### config.mk
export PLATFORM = sky130hd
export DESIGN_NAME = mem_bus_arbiter_flat
export DESIGN_NICKNAME = d
export VERILOG_FILES = /design/src/rtl/mem_bus_arbiter_pkg.sv /design/src/rtl/mem_bus_arbiter_if.sv /design/src/rtl/mem_arb_pick.sv /design/src/rtl/mem_bus_arbiter.sv /design/src/flat_wrapper.sv
export SDC_FILE = /design/constraint.sdc
export NUM_CORES = 1
export LEC_CHECK = 0
export ABC_AREA = 1
export CAP_MARGIN = 15
export CORE_MARGIN = 1.5
export CORE_UTILIZATION = 31
export DETAILED_ROUTE_END_ITERATION = 10
export PLACE_DENSITY_LB_ADDON = 0.08
export SYNTH_ARGS = -nofsm -noshare
export SYNTH_HDL_FRONTEND = slang
export SYNTH_HIERARCHICAL = 1
export SYNTH_SLANG_ARGS = --single-unit
### constraint.sdc
create_clock -name clk -period 1.29 [get_ports clk]
set_clock_uncertainty 0.2 [all_clocks]
set_input_delay 0.129 -clock clk [delete_from_list [all_inputs] [get_ports clk]]
set_output_delay 0.129 -clock clk [all_outputs]
set_load 0.1 [all_outputs]
### src/rtl/mem_bus_arbiter_pkg.sv
// Shared constants for the memory bus arbiter: transfer sizes, sequencer states
// and transfer-owner encoding.
package mem_bus_pkg;

  localparam logic [1:0] SZ_NONE = 2'b00;
  localparam logic [1:0] SZ_BYTE = 2'b01;
  localparam logic [1:0] SZ_HALF = 2'b10;
  localparam logic [1:0] SZ_WORD = 2'b11;

  typedef enum logic [1:0] {
    ST_IDLE  = 2'd0,
    ST_ISSUE = 2'd1,
    ST_DATA  = 2'd2
  } state_e;

  localparam logic OWN_I = 1'b0;
  localparam logic OWN_D = 1'b1;

  // Wide enough for the largest legal wait reload (WAIT_CYCLES-1 = 14).
  localparam int CNT_WIDTH = 4;

endpackage

### src/rtl/mem_bus_arbiter_if.sv
// Requester and bus-side signals of the memory bus arbiter. The master modport is
// the arbiter's view (it masters the shared bus); slave is the environment's view.
interface mem_bus_arbiter_if #(
  parameter int ADDR_WIDTH = 32,
  parameter int DATA_WIDTH = 32
);
  logic                  i_req;
  logic [ADDR_WIDTH-1:0] i_addr;
  logic [1:0]            i_size;
  logic                  i_done;
  logic [DATA_WIDTH-1:0] i_rdata;

  logic                  d_req;
  logic                  d_rw;
  logic [ADDR_WIDTH-1:0] d_addr;
  logic [1:0]            d_size;
  logic [DATA_WIDTH-1:0] d_wdata;
  logic                  d_done;
  logic [DATA_WIDTH-1:0] d_rdata;

  logic [ADDR_WIDTH-1:0] bus_addr;
  logic                  bus_rw;
  logic [1:0]            bus_size;
  logic [DATA_WIDTH-1:0] bus_wdata;
  logic [DATA_WIDTH-1:0] bus_rdata;

  logic                  busy;
  logic                  grant_d;

  modport master (
    input  i_req, i_addr, i_size,
    output i_done, i_rdata,
    input  d_req, d_rw, d_addr, d_size, d_wdata,
    output d_done, d_rdata,
    output bus_addr, bus_rw, bus_size, bus_wdata,
    input  bus_rdata,
    output busy, grant_d
  );

  modport slave (
    output i_req, i_addr, i_size,
    input  i_done, i_rdata,
    output d_req, d_rw, d_addr, d_size, d_wdata,
    input  d_done, d_rdata,
    input  bus_addr, bus_rw, bus_size, bus_wdata,
    output bus_rdata,
    input  busy, grant_d
  );

endinterface

### src/rtl/mem_arb_pick.sv
// Combinational grant selection between fetch (I) and load/store (D).
// MEM_ARB_RR_EN selects round-robin on contention; otherwise D has fixed priority.
module mem_arb_pick
  import mem_bus_pkg::*;
(
  input  logic i_req,
  input  logic d_req,
`ifdef MEM_ARB_RR_EN
  input  logic last_owner,
`endif
  output logic req_any,
  output logic grant_d
);

  assign req_any = i_req | d_req;

`ifdef MEM_ARB_RR_EN
  // On contention the port that did not own the previous transfer wins.
  assign grant_d = (i_req && d_req) ? (last_owner == OWN_I) : d_req;
`else
  assign grant_d = d_req;
`endif

endmodule

### src/rtl/mem_bus_arbiter.sv
// Shares the single CPU memory bus between fetch and load/store, one transfer at a
// time (IDLE -> ISSUE -> DATA). Optional round-robin arbitration: MEM_ARB_RR_EN.
module mem_bus_arbiter
  import mem_bus_pkg::*;
#(
  parameter int ADDR_WIDTH  = 32,
  parameter int DATA_WIDTH  = 32,
  parameter int WAIT_CYCLES = 1
) (
  input  logic                clk,
  input  logic                rst,
  mem_bus_arbiter_if.master   mb
);

  localparam logic [CNT_WIDTH-1:0] WAIT_LOAD = CNT_WIDTH'(WAIT_CYCLES - 1);

  state_e                 r_state;
  state_e                 w_next_state;
  logic                   r_owner;
  logic [ADDR_WIDTH-1:0]  r_addr;
  logic                   r_rw;
  logic [1:0]             r_size;
  logic [DATA_WIDTH-1:0]  r_wdata;
  logic [CNT_WIDTH-1:0]   r_cnt;

  logic                   w_req_any;
  logic                   w_pick_d;
  logic                   w_start;
  logic                   w_done;
  logic                   w_busy;

`ifdef MEM_ARB_RR_EN
  logic                   r_last_owner;

  mem_arb_pick u_pick (
    .i_req      (mb.i_req),
    .d_req      (mb.d_req),
    .last_owner (r_last_owner),
    .req_any    (w_req_any),
    .grant_d    (w_pick_d)
  );
`else
  mem_arb_pick u_pick (
    .i_req      (mb.i_req),
    .d_req      (mb.d_req),
    .req_any    (w_req_any),
    .grant_d    (w_pick_d)
  );
`endif

  // NOTE: every signal written here gets a default first, so no path leaves a
  // value unassigned and no latch is inferred.
  always_comb begin
    w_next_state = r_state;
    w_start      = 1'b0;
    w_done       = 1'b0;
    unique case (r_state)
      ST_IDLE: begin
        if (w_req_any) begin
          w_start      = 1'b1;
          w_next_state = ST_ISSUE;
        end
      end
      ST_ISSUE: w_next_state = ST_DATA;
      ST_DATA: begin
        if (r_cnt == '0) begin
          w_done       = 1'b1;
          w_next_state = ST_IDLE;
        end
      end
      default: w_next_state = ST_IDLE;
    endcase
  end

  // NOTE: state is updated with non-blocking assignments so every register sees
  // the pre-edge values of the others, independent of statement order.
  always_ff @(posedge clk) begin
    if (rst) begin
      r_state <= ST_IDLE;
      r_owner <= OWN_I;
      r_addr  <= '0;
      r_rw    <= 1'b0;
      r_size  <= SZ_NONE;
      r_wdata <= '0;
      r_cnt   <= '0;
`ifdef MEM_ARB_RR_EN
      r_last_owner <= OWN_I;
`endif
    end else begin
      r_state <= w_next_state;
      if (w_start) begin
        r_owner <= w_pick_d;
        if (w_pick_d) begin
          r_addr  <= mb.d_addr;
          r_rw    <= mb.d_rw;
          r_size  <= mb.d_size;
          r_wdata <= mb.d_wdata;
        end else begin
          // Fetch is read-only: direction and write data are forced clean.
          r_addr  <= mb.i_addr;
          r_rw    <= 1'b0;
          r_size  <= mb.i_size;
          r_wdata <= '0;
        end
`ifdef MEM_ARB_RR_EN
        r_last_owner <= w_pick_d;
`endif
      end
      if (r_state == ST_ISSUE) begin
        r_cnt <= WAIT_LOAD;
      end else if (r_state == ST_DATA && r_cnt != '0) begin
        r_cnt <= r_cnt - 1'b1;
      end
    end
  end

  assign w_busy       = (r_state != ST_IDLE);

  // Slaves only see an access while a transfer is in flight.
  assign mb.bus_addr  = r_addr;
  assign mb.bus_wdata = r_wdata;
  assign mb.bus_size  = w_busy ? r_size : SZ_NONE;
  assign mb.bus_rw    = w_busy & r_rw;

  assign mb.busy      = w_busy;
  assign mb.grant_d   = r_owner;
  assign mb.i_done    = w_done & (r_owner == OWN_I);
  assign mb.d_done    = w_done & (r_owner == OWN_D);
  assign mb.i_rdata   = mb.bus_rdata;
  assign mb.d_rdata   = mb.bus_rdata;

endmodule
### src/flat_wrapper.sv
// flat-port wrapper written by rule: the top's interface ports become plain ports
module mem_bus_arbiter_flat import mem_bus_pkg::*;
#(
  parameter int ADDR_WIDTH  = 32,
  parameter int DATA_WIDTH  = 32,
  parameter int WAIT_CYCLES = 1
)
  (clk, rst, mb_i_req, mb_i_addr, mb_i_size, mb_i_done, mb_i_rdata, mb_d_req, mb_d_rw, mb_d_addr, mb_d_size, mb_d_wdata, mb_d_done, mb_d_rdata, mb_bus_addr, mb_bus_rw, mb_bus_size, mb_bus_wdata, mb_bus_rdata, mb_busy, mb_grant_d);
  mem_bus_arbiter_if #(.ADDR_WIDTH(ADDR_WIDTH), .DATA_WIDTH(DATA_WIDTH)) mb_i ();
  input  logic clk;
  input  logic rst;
  input wire logic [$bits(mb_i.i_req)-1:0] mb_i_req;
  input wire logic [$bits(mb_i.i_addr)-1:0] mb_i_addr;
  input wire logic [$bits(mb_i.i_size)-1:0] mb_i_size;
  output wire logic [$bits(mb_i.i_done)-1:0] mb_i_done;
  output wire logic [$bits(mb_i.i_rdata)-1:0] mb_i_rdata;
  input wire logic [$bits(mb_i.d_req)-1:0] mb_d_req;
  input wire logic [$bits(mb_i.d_rw)-1:0] mb_d_rw;
  input wire logic [$bits(mb_i.d_addr)-1:0] mb_d_addr;
  input wire logic [$bits(mb_i.d_size)-1:0] mb_d_size;
  input wire logic [$bits(mb_i.d_wdata)-1:0] mb_d_wdata;
  output wire logic [$bits(mb_i.d_done)-1:0] mb_d_done;
  output wire logic [$bits(mb_i.d_rdata)-1:0] mb_d_rdata;
  output wire logic [$bits(mb_i.bus_addr)-1:0] mb_bus_addr;
  output wire logic [$bits(mb_i.bus_rw)-1:0] mb_bus_rw;
  output wire logic [$bits(mb_i.bus_size)-1:0] mb_bus_size;
  output wire logic [$bits(mb_i.bus_wdata)-1:0] mb_bus_wdata;
  input wire logic [$bits(mb_i.bus_rdata)-1:0] mb_bus_rdata;
  output wire logic [$bits(mb_i.busy)-1:0] mb_busy;
  output wire logic [$bits(mb_i.grant_d)-1:0] mb_grant_d;
  assign mb_i.i_req = mb_i_req;
  assign mb_i.i_addr = mb_i_addr;
  assign mb_i.i_size = mb_i_size;
  assign mb_i_done = mb_i.i_done;
  assign mb_i_rdata = mb_i.i_rdata;
  assign mb_i.d_req = mb_d_req;
  assign mb_i.d_rw = mb_d_rw;
  assign mb_i.d_addr = mb_d_addr;
  assign mb_i.d_size = mb_d_size;
  assign mb_i.d_wdata = mb_d_wdata;
  assign mb_d_done = mb_i.d_done;
  assign mb_d_rdata = mb_i.d_rdata;
  assign mb_bus_addr = mb_i.bus_addr;
  assign mb_bus_rw = mb_i.bus_rw;
  assign mb_bus_size = mb_i.bus_size;
  assign mb_bus_wdata = mb_i.bus_wdata;
  assign mb_i.bus_rdata = mb_bus_rdata;
  assign mb_busy = mb_i.busy;
  assign mb_grant_d = mb_i.grant_d;
  mem_bus_arbiter #(.ADDR_WIDTH(ADDR_WIDTH), .DATA_WIDTH(DATA_WIDTH), .WAIT_CYCLES(WAIT_CYCLES)) u_core (.clk(clk), .rst(rst), .mb(mb_i));
endmodule
==> impl_results.md, run 1 <==
- Status: finished with violations
- Failing checks: negative setup slack
- Commonest non-fill, non-tap cells in the layout: nand2_1 (117), clkdlybuf4s50_1 (104), buf_12 (89), dfxtp_2 (67), nand2_4 (40)
- Ports: 272
- Drt drc: 0
- Initial DRT Pass Iterations: 5
- Post-route cell area: 0.00757 mm²
- Clock sink count: 74
- PD cells: 1210 mW/mm²
- Via count: 3,759
- Clk Latency, worst-skew pair: 340 ps
- NumNets Final: 807
- Largest net degree at the start of global routing: 21
- Reg area: 0.00157 mm²
- Routed Antenna Nets: 0
- Synthesized flop and latch total: 74
- Die height: 111 µm
- Startpoint Class: flop
- Max VDD drop: 0.000726 V
- Syn Nets: 660
- Critical path class: reg -> out
- Grt ovf: 0
- Global-route wire length before repair: 21,800 µm
- Initial antenna violation count: 0
- Avg Cell Area, Syn: 6.89 µm²
- EDFF count, synth: 0
- Number of global-route vias before repair: 4,043
- Worst-Margin Slew: 317 ps
- Core area: 0.0114 mm²
- Pins Over Slew Limit: 0
- Worst slew margin: 0.789
- RSZ-0062 raised after global routing: yes
- Die area: 0.0123 mm²
- Input/output buffers: 175
- Row cnt: 39
- PnR worst setup slack: -493 ps
- Routability Congestion: 0.795
- Final setup violation count: 80
- H-tree Lvls: 3
- Placed Cells: 775
- Fin crit share: 1.38
- Most common cell after layout, fill and taps aside: nand2_1
- Multi-input gate area: 0.00220 mm²
- Synth-to-layout area growth: 110%
- Leakage: 3.27 nW
- Hold WC Path Type: in -> out
- Die X: 111 µm
- Mapped Cells: 522
- Initial Util: 0.316
- N_diodes: 0
- Clock-pin slew on the worst setup and hold paths: 60 ps
- Layout cell share with drive strength beyond 1: 0.545
- Final hold viol count: 0
- Vias per cell: 4.60
- Worst setup EP type: primary output
- Final Power: 0.00913 W
- Data arrival time of the critical path: 1450 ps
- 1st-iter DRT viols: 216
- Min Tclk post-route: 1780 ps
- Yosys cell types: 21
- YS warnings: 6
- Worst-path fanout max: 2
- Mapped cell area: 0.00360 mm²
- Bufs on Longest Clock Path: 2
- Clock root cell: clkbuf_16
- # Max-Cap Violations: 0
- Ys flop type: dfxtp_1
- Fin cells: 817
- Hpwl dp: 8810 µm
- Filler instances: 892
- GRT Total Usage: 0.228
- Pre-CTS setup slack: -443 ps
- Final WL: 14,100 µm
- Total CTS buffers: 9
- Maximum clock frequency: 561 MHz
- Post-DP Area: 0.00604 mm²
- Wire length per cell: 17.2 µm
- Sequential fraction of the synthesis area: 0.412
- Cts hold-fix bufs: 0
- Ys async rst share: 0
- CTS tree: built
- Required time of the critical path: 960 ps
==> power breakdown <==
part | switching [W] | leakage [nW] | internal (W)
combinational | 0.00233 | 2.51 | 0.00172
clock | 0.00102 | 0.129 | 0.00131
sequential | 0.000237 | 0.634 | 0.00251
==> cell type report <==
type,instances,share of cell area
Clock buffer,10,0.0302
Clock inverter,6,0.00562
Inverter,16,0.00992
Multi-Input combinational cell,340,0.291
Sequential cell,74,0.207
Tap cell,143,0.0236
Timing Repair Buffer,228,0.433
==> stage by stage <==
stage	TNS, ps	util	hold slack (ps)
after detailed placement	-27200	0.531	59.1
after global placement	-26530	0.531	59.1
after floorplan	-7360	-	64.2
after global routing	-28160	0.666	58.1
after CTS	-22570	0.646	59.1
final	-22850	0.666	58.1
==> cell families after synthesis <==
kind of cell | after synthesis | synth area share
simple gates | 265 | 0.290
buf+inv | 108 | 0.191
compound gates | 74 | 0.104
flops | 74 | 0.412
fa+ha+maj | 1 | 0.00348
==> worst max-delay path, stage by stage (launching register included) <==
cell and delay (ps):
dfxtp_2 320, inv_2 80, ha_4 130, nand4_1 130, buf_6 170, nor2_4 100, buf_12 180
==> repair_timing <==
| item | 4_1_cts | 5_1_grt |
|---|---|---|
| gates resized for setup | 134 | 107 |
| buffers inserted | 17 | 7 |
| cloned | 14 | 2 |
| endpoints found under the setup margin | 79 | 80 |
| pin swaps | 44 | 48 |
==> synthesized netlist by cell type (2+ instances only) <==
library cell	instances	area share
nand2_1	176	0.18
nor2_1	77	0.080
dfxtp_1	74	0.41
buf_4	65	0.14
a21oi_1	39	0.054
o21ai_0	34	0.047
inv_1	14	0.015
buf_2	12	0.017
clkbuf_1	10	0.010
nand3_1	5	0.0070
buf_6	3	0.0094
nand4_1	3	0.0052
inv_2	2	0.0021
==> final timing paths <==
path / from / endpoint / slack, ps / cells after the start
worst min register to register: u_core/r_rw / u_core/r_rw / 280 / 2
worst max register to register: u_core/r_state[1] / u_core/mb.bus_wdata[23] / -380 / 9
worst min-delay path: mb_bus_rdata[6] / mb_d_rdata[6] / 60 / 0
worst max-delay path: u_core/r_cnt[0] / mb_d_done / -490 / 6
==> state kept, by name, summed over array words and instances, names as in the netlist <==
name and cells:
u_core/r_size 2, u_core/r_state 2, u_core/r_cnt 4, u_core/mb.bus_wdata 32
u_core/mb.bus_addr 32, u_core/mb.grant_d 1, u_core/r_rw 1
==> layer usage <==
metal	track usage	up-vias	routed length [µm]
met5	0	-	0
met4	0.0821	0	317
met3	0.0683	26	918
met2	0.426	155	7750
met1	0.240	1722	5100
li1	-	1856	-
Power figures use the tool's default switching activity.
==> run 2: changes to the inputs <==
--- a/config.mk
+++ b/config.mk
@@ -6,7 +6,6 @@
 export NUM_CORES = 1
 export LEC_CHECK = 0
 export ABC_AREA = 1
-export CAP_MARGIN = 15
 export CORE_MARGIN = 1.5
 export CORE_UTILIZATION = 31
 export DETAILED_ROUTE_END_ITERATION = 10
==> constraint.sdc (replaced) <==
create_clock -name clk -period 1.6 [get_ports clk]
set_clock_uncertainty 0.2 [all_clocks]
set_input_delay 0.16 -clock clk [delete_from_list [all_inputs] [get_ports clk]]
set_output_delay 0.16 -clock clk [all_outputs]
set_load 0.1 [all_outputs]
==> run 2 against run 1 <==
Compared with the run above:
- the run still ends with negative setup slack left
- clock power shrank 14%
- first-iteration DRC count shrank 60%
- critical path depth is the same
- clock-buffer cell count shrank 1
- total power shrank 25%
- routed wire length shrank 23%
- design area shrank 14%
- global-route usage shrank 5.2 points
- combinational power shrank 34%
- non-clock buffer count shrank 20
- critical path type unchanged
- critical endpoint unchanged
==> impl_results.md, run 2 (same netlist as run 1, synthesis figures left out) <==
- Status: finished with violations (unchanged)
- Failing checks: negative setup slack (unchanged)
- Die area: 0.0123 mm² (unchanged)
- Critical path class: reg -> out (unchanged)
- Register-to-Register Path Depth: 7 (was 9)
- Routability Congestion: 0.778 (was 0.795)
- Final WL: 10,900 µm (was 14,100 µm)
- Worst R2R Start: u_core/r_state[1] (unchanged)
- Final Power: 0.00682 W (was 0.00913 W)
- H-tree Lvls: 3 (unchanged)
- Clock sink count: 74 (unchanged)
- Total CTS buffers: 9 (unchanged)
- Grt ovf: 0 (unchanged)
- Initial antenna violation count: 0 (unchanged)
- Pre-CTS setup slack: -116 ps (was -443 ps)
- Commonest non-fill, non-tap cells in the layout: nand2_1 (162), clkdlybuf4s50_1 (104), buf_12 (78), nor2_1 (71), dfxtp_1 (70) (was nand2_1 (117), clkdlybuf4s50_1 (104), buf_12 (89), dfxtp_2 (67), nand2_4 (40))
- Bufs on Longest Clock Path: 2 (unchanged)
- Hpwl dp: 8000 µm (was 8810 µm)
- Ports: 272 (unchanged)
- Drt drc: 0 (unchanged)
- Largest net degree at the start of global routing: 37 (was 21)
- Placed Cells: 767 (was 775)
- Layout cell share with drive strength beyond 1: 0.261 (was 0.545)
- Max VDD drop: 0.000632 V (was 0.000726 V)
- Hold wc startpoint: mb_bus_rdata[1] (was mb_bus_rdata[6])
- Clk Latency, worst-skew pair: 320 ps (was 340 ps)
- Final setup violation count: 32 (was 80)
- Cts hold-fix bufs: 0 (unchanged)
- Data arrival time of the critical path: 1400 ps (was 1450 ps)
- PD cells: 1050 mW/mm² (was 1210 mW/mm²)
- Initial DRT Pass Iterations: 4 (was 5)
- Die X: 111 µm (unchanged)
- # Max-Cap Violations: 0 (unchanged)
- Synth-to-layout area growth: 80.9% (was 110%)
- Worst setup EP type: primary output (unchanged)
- Input/output buffers: 175 (unchanged)
- Initial Util: 0.316 (unchanged)
- CTS tree: built (unchanged)
- Utilization after layout: 0.572 (was 0.666)
- 1st-iter DRT viols: 87 (was 216)
- Row cnt: 39 (unchanged)
- NumNets Final: 787 (was 807)
- Wire length per cell: 13.6 µm (was 17.2 µm)
- Maximum clock frequency: 569 MHz
- Vias per cell: 4.46 (was 4.60)
- Fin cells: 797 (was 817)
- Final hold viol count: 0 (unchanged)
- Fin crit share: 1.10
- N_diodes: 0 (unchanged)
- Min Tclk post-route: 1760 ps
- Worst-path fanout max: 2 (unchanged)
- Via count: 3,558 (was 3,759)
- Leakage: 2.78 nW (was 3.27 nW)
- Worst slew margin: 0.834 (was 0.789)
- Worst-Margin Slew: 248 ps (was 317 ps)
- Reg2Reg Setup Slack: -30 ps (was -380 ps)
- Die height: 111 µm (unchanged)
- Number of global-route vias before repair: 3,514 (was 4,043)
- Global-route wire length before repair: 17,400 µm (was 21,800 µm)
- Reg area: 0.00149 mm² (was 0.00157 mm²)
- Required time of the critical path: 1240 ps (was 960 ps)
- Multi-input gate area: 0.00162 mm² (was 0.00220 mm²)
- Hold WC Path Type: in -> out (unchanged)
- R2r endpoint: u_core/mb.bus_wdata[0] (was u_core/mb.bus_wdata[23])
- Filler instances: 1,038 (was 892)
- Startpoint Class: flop (unchanged)
- Clock root cell: clkbuf_16 (unchanged)
- PnR worst setup slack: -157 ps (was -493 ps)
- Worst hold stages: 0 (unchanged)
- Clock-pin slew on the worst setup and hold paths: 60 ps (about the same)
- Core area: 0.0114 mm² (unchanged)
- GRT Total Usage: 0.175 (was 0.228)
- Post-route cell area: 0.00651 mm² (was 0.00757 mm²)
- Pins Over Slew Limit: 0 (unchanged)
- Worst Hold Endpoint: mb_d_rdata[1] (was mb_d_rdata[6])
- RSZ-0062 raised after global routing: yes (unchanged)
- Most common cell after layout, fill and taps aside: nand2_1 (unchanged)
- Routed Antenna Nets: 0 (unchanged)
- Post-DP Area: 0.00586 mm² (was 0.00604 mm²)
## run 2: changes by cell type in the layout (fill, tap and decap cells not counted), moves of 13 or more
cell     delta
dfxtp_1    +64
nand2_2    -16
o21ai_2    -15
nand2_1    +45
nor2_4     -13
dfxtp_2    -63
a21oi_1    +13
o21ai_1    -14
nor2_1     +33
nand2_4    -28
a21oi_2    -13
nor2_2     -20
o21ai_0    +32
## run 2: worst max-delay path by stage
stage / from / to / slack [ps] / cells past startpoint
after CTS: u_core/r_cnt[0] / mb_i_done / -140 / 6
after floorplan: u_core/r_state[0] / mb_bus_rw / -460 / 2
after detailed placement: mb_d_req / u_core/mb.bus_addr[10] / -120 / 8
final: u_core/r_cnt[0] / mb_d_done / -160 / 6
after global placement: mb_d_req / u_core/mb.bus_addr[1] / -90 / 8
after global routing: u_core/r_cnt[0] / mb_d_done / -240 / 6
## run 2: critical path: stages, from the launching register on
cell and delay [ps]:
dfxtp_2 330, inv_2 80, ha_4 130, nand4_1 90
buf_6 150, nor2_4 110, buf_12 180
## run 2: what timing repair did
action / 4_1_cts / 5_1_grt
setup endpoints to repair: 2 / 40
buffers inserted: 5 / 6
resized for setup: 8 / 51
pin swaps: 1 / 17
gates cloned: 0 / 3
## run 2: layout make-up
| type | instances | area share |
|---|---|---|
| repair buffers | 208 | 0.439 |
| multi-input cells | 340 | 0.250 |
| flip-flops and latches | 74 | 0.228 |
| clock buffers | 9 | 0.0346 |
| well taps | 143 | 0.0275 |
| clock inverters | 7 | 0.0117 |
| inverters | 16 | 0.00923 |
## run 2: routing by layer
layer  global-route usage  wire [µm]  up-vias
met5                    0          0        -
met4               0.0855        381        0
met3               0.0454        646       39
met2                0.313       5600      109
met1                0.193       4220     1603
li1                     -          -     1807
## run 2: stage by stage
stage	setup TNS [ps]	hold WS, ps
2_1_floorplan	-1960	103
3_3_place_gp	-4140	121
3_5_place_dp	-6110	121
4_1_cts	-284	121
5_1_grt	-3460	120
6_report	-706	120
## run 2: power by group
group | internal, W | switching [W]
Clock | 0.00122 | 0.000796
Combinational | 0.00106 | 0.00160
Sequential | 0.00200 | 0.000151
==> run 3: changes to the inputs <==
--- a/config.mk
+++ b/config.mk
@@ -5,8 +5,6 @@
 export SDC_FILE = /design/constraint.sdc
 export NUM_CORES = 1
 export LEC_CHECK = 0
-export ABC_AREA = 1
-export CORE_MARGIN = 1.5
 export CORE_UTILIZATION = 31
 export DETAILED_ROUTE_END_ITERATION = 10
 export PLACE_DENSITY_LB_ADDON = 0.08
==> run 3 against run 2 <==
Compared with the run above:
- the flow finishes with violations (design-rule violations, negative setup slack)
- sequential share of layout area decreased by 1.6 points
- critical path type unchanged
- highest routed layer unchanged
- clock-buffer cell count unchanged
- global-route usage decreased by 1.7 points
==> impl_results.md, run 3 <==
- Status: finished with violations (unchanged)
- Failing checks: design-rule violations, negative setup slack (was negative setup slack)
- Min Tclk post-route: 1850 ps (was 1760 ps)
- Hpwl dp: 7240 µm (was 8000 µm)
- Wire length per cell: 16.3 µm (was 13.6 µm)
- Routed Antenna Nets: 0 (unchanged)
- Worst-path fanout max: 3 (was 2)
- Routability Congestion: 0.741 (was 0.778)
- Mapped Cells: 418 (was 522)
- Total CTS buffers: 9 (unchanged)
- RSZ-0062 raised after global routing: yes (unchanged)
- Worst hold stages: 0 (unchanged)
- Ys flop type: dfxtp_1 (unchanged)
- Worst R2R Start: u_core/r_cnt[1] (was u_core/r_state[1])
- Initial DRT Pass Iterations: 8 (was 4)
- Critical path class: reg -> out (unchanged)
- Clock-pin slew on the worst setup and hold paths: 60 ps (about the same)
- Cell Chain, Critical Path: inv_2, ha_4, nor3b_4, and3_4, buf_12 (was inv_2, ha_4, nand4_1, buf_6, nor2_4, buf_12)
- Final hold viol count: 0 (unchanged)
- Critical path depth: 5 (was 6)
- Reg2Reg Setup Slack: -140 ps (was -30 ps)
- PnR worst setup slack: -253 ps (was -157 ps)
- Die X: 112 µm (was 111 µm)
- Drt drc: 20 (was 0)
- Via count: 3,361 (was 3,558)
- Top cells by area, synth: dfxtp_1 (40%), buf_4 (14%), mux2i_1 (9.4%), a211oi_2 (6.7%), a21oi_1 (4.8%) (was dfxtp_1 (41%), nand2_1 (18%), buf_4 (14%), nor2_1 (8.0%), a21oi_1 (5.4%))
- GRT Total Usage: 0.159 (was 0.175)
- Top sig layer: met4 (unchanged)
- Startpoint Class: flop (unchanged)
- Final setup violation count: 47 (was 32)
- Maximum clock frequency: 540 MHz (was 569 MHz)
- Hold wc startpoint: mb_bus_rdata[26] (was mb_bus_rdata[1])
- Final Power: 0.00747 W (was 0.00682 W)
- Worst setup EP type: primary output (unchanged)
- Largest net degree at the start of global routing: 52 (was 37)
- Synth-to-layout area growth: 88.7% (was 80.9%)
- Mapped cell area: 0.00372 mm² (was 0.00360 mm²)
- WHS: 120 ps (about the same)
- Syn Nets: 556 (was 660)
- Global-route wire length before repair: 15,800 µm (was 17,400 µm)
- Synthesized flop and latch total: 74 (unchanged)
- Leakage: 2.68 nW (was 2.78 nW)
- CTS tree: built (unchanged)
- Largest area contributor in the netlist: dfxtp_1 (unchanged)
- Top cells by count, synth: dfxtp_1 (74), buf_4 (67), nand2_1 (39), nor2_1 (37), a21oi_1 (36) (was nand2_1 (176), nor2_1 (77), dfxtp_1 (74), buf_4 (65), a21oi_1 (39))
- Most common cell after layout, fill and taps aside: clkdlybuf4s50_1 (was nand2_1)
- Core area: 0.0116 mm² (was 0.0114 mm²)
- Commonest non-fill, non-tap cells in the layout: clkdlybuf4s50_1 (102), buf_12 (78), dfxtp_1 (69), nand2_1 (37), mux2i_1 (35) (was nand2_1 (162), clkdlybuf4s50_1 (104), buf_12 (78), nor2_1 (71), dfxtp_1 (70))
- H-tree Lvls: 3 (unchanged)
- Initial antenna violation count: 0 (unchanged)
- Worst Path Buf+Inv: 2 (was 3)
- 1st-iter DRT viols: 105 (was 87)
- Die area: 0.0125 mm² (was 0.0123 mm²)
- Ys async rst share: 0 (unchanged)
- Worst-Margin Slew: 465 ps (was 248 ps)
- NumNets Final: 691 (was 787)
- Required time of the critical path: 1240 ps (about the same)
- Vias per cell: 4.79 (was 4.46)
- Pins Over Slew Limit: 0 (unchanged)
- Fin crit share: 1.16 (was 1.10)
- Fin cells: 701 (was 797)
- Hold WC Path Type: in -> out (unchanged)
- Most common cell in the synthesized netlist: dfxtp_1 (was nand2_1)
- R2r endpoint: u_core/r_cnt[1] (was u_core/mb.bus_wdata[0])
- Final WL: 11,400 µm (was 10,900 µm)
- Ports: 272 (unchanged)
- Max VDD drop: 0.000616 V (was 0.000632 V)
- Clock root cell: clkbuf_16 (unchanged)
- Initial Util: 0.322 (was 0.316)
- Met3 wire length: 811 µm (was 646 µm)
- Die height: 112 µm (was 111 µm)
- Bufs on Longest Clock Path: 2 (unchanged)
- Row cnt: 39 (unchanged)
- Clock sink count: 74 (unchanged)
- Layout cell share with drive strength beyond 1: 0.432 (was 0.261)
- Sequential fraction of the synthesis area: 0.398 (was 0.412)
- CP top delay family: simple AND/OR/NAND/NOR gates (was buffers and inverters)
- Input/output buffers: 175 (unchanged)
- Yosys cell types: 29 (was 21)
- Worst path slowest cell: dfxtp_2 (unchanged)
- EDFF count, synth: 0 (unchanged)
- Worst Hold Endpoint: mb_d_rdata[26] (was mb_d_rdata[1])
- Met1 Wirelength: 4670 µm (was 4220 µm)
- Grt ovf: 0 (unchanged)
- Clk Latency, worst-skew pair: 330 ps (was 320 ps)
- Area share of the largest cell type after synthesis: 0.398 (was 0.412)
- # Max-Cap Violations: 0 (unchanged)
- CP peak stage delay: 320 ps (was 330 ps)
- Avg Cell Area, Syn: 8.91 µm² (was 6.89 µm²)
- Number of global-route vias before repair: 3,209 (was 3,514)
- Placed Cells: 654 (was 767)
- Worst slew margin: 0.690 (was 0.834)
- Met2 wire length: 5790 µm (was 5600 µm)
- N_diodes: 0 (unchanged)
- Filler instances: 977 (was 1,038)
- Data arrival time of the critical path: 1490 ps (was 1400 ps)
- PD cells: 1060 mW/mm² (was 1050 mW/mm²)
- YS warnings: 6 (unchanged)
- Register-to-Register Path Depth: 10 (was 7)
run 3: cell type report:
type,count,area (µm²),share of cell area
Clock buffer,9,225,0.0320
Clock inverter,7,93.8,0.0134
Inverter,6,22.5,0.00320
Multi-Input combinational cell,240,2000,0.284
Sequential cell,74,1490,0.212
Tap cell,143,179,0.0255
Timing Repair Buffer,222,3020,0.429
run 3: metrics by stage:
step	instance area, µm²	setup TNS [ps]	util	setup slack [ps]
6_report	7030	-2720	0.608	-253
5_1_grt	7030	-6200	0.608	-299
3_5_place_dp	5840	-17360	0.505	-302
3_3_place_gp	5840	-16090	0.505	-260
4_1_cts	6310	-1310	0.545	-266
2_1_floorplan	3750	-653	-	-169
run 3: cells by family after synthesis:
family | count (synthesis) | synth area share
and+or+nand+nor | 126 | 0.151
buffers and inverters | 104 | 0.194
AOI/OAI and AO/OA | 78 | 0.160
DFF | 74 | 0.398
muxes | 35 | 0.0941
adders and majority gates | 1 | 0.00336
run 3: how the worst max path moves through the flow:
stage                            startpoint                    end  slack, ps
final                       u_core/r_cnt[0]              mb_d_done       -250
after global routing        u_core/r_cnt[0]              mb_d_done       -300
after CTS                   u_core/r_cnt[1]              mb_d_done       -270
after detailed placement           mb_i_req  u_core/mb.bus_addr[8]       -300
after global placement             mb_i_req  u_core/mb.bus_addr[9]       -260
after floorplan           u_core/r_state[0]              mb_bus_rw       -170
run 3: worst register-to-register path: stages, from the launching register on:
cell      delay [ps]
dfxtp_2          340
inv_2             50
buf_4            130
buf_4            120
buf_4            120
buf_4            120
buf_4            120
buf_4            120
buf_4            120
o31a_1           100
a211oi_2         130
run 3: power by group:
group          internal, W  total [W]  switching, W
registers          0.00201    0.00219      0.000187
logic              0.00130    0.00313       0.00182
clock network      0.00136    0.00215      0.000784
run 3: repair_timing:
action,CTS,global route
setup buffers,12,11
gates cloned,0,8
pin swaps,29,51
setup endpoints to repair,6,77
hold endpoints to repair,1,0
hold buffers,1,0
gates resized for setup,17,109
run 3: routing by layer:
metal,vias up,GRT usage
li1,1637,-
met1,1570,0.175
met2,141,0.283
met3,13,0.0588
met4,0,0.0468
met5,-,0
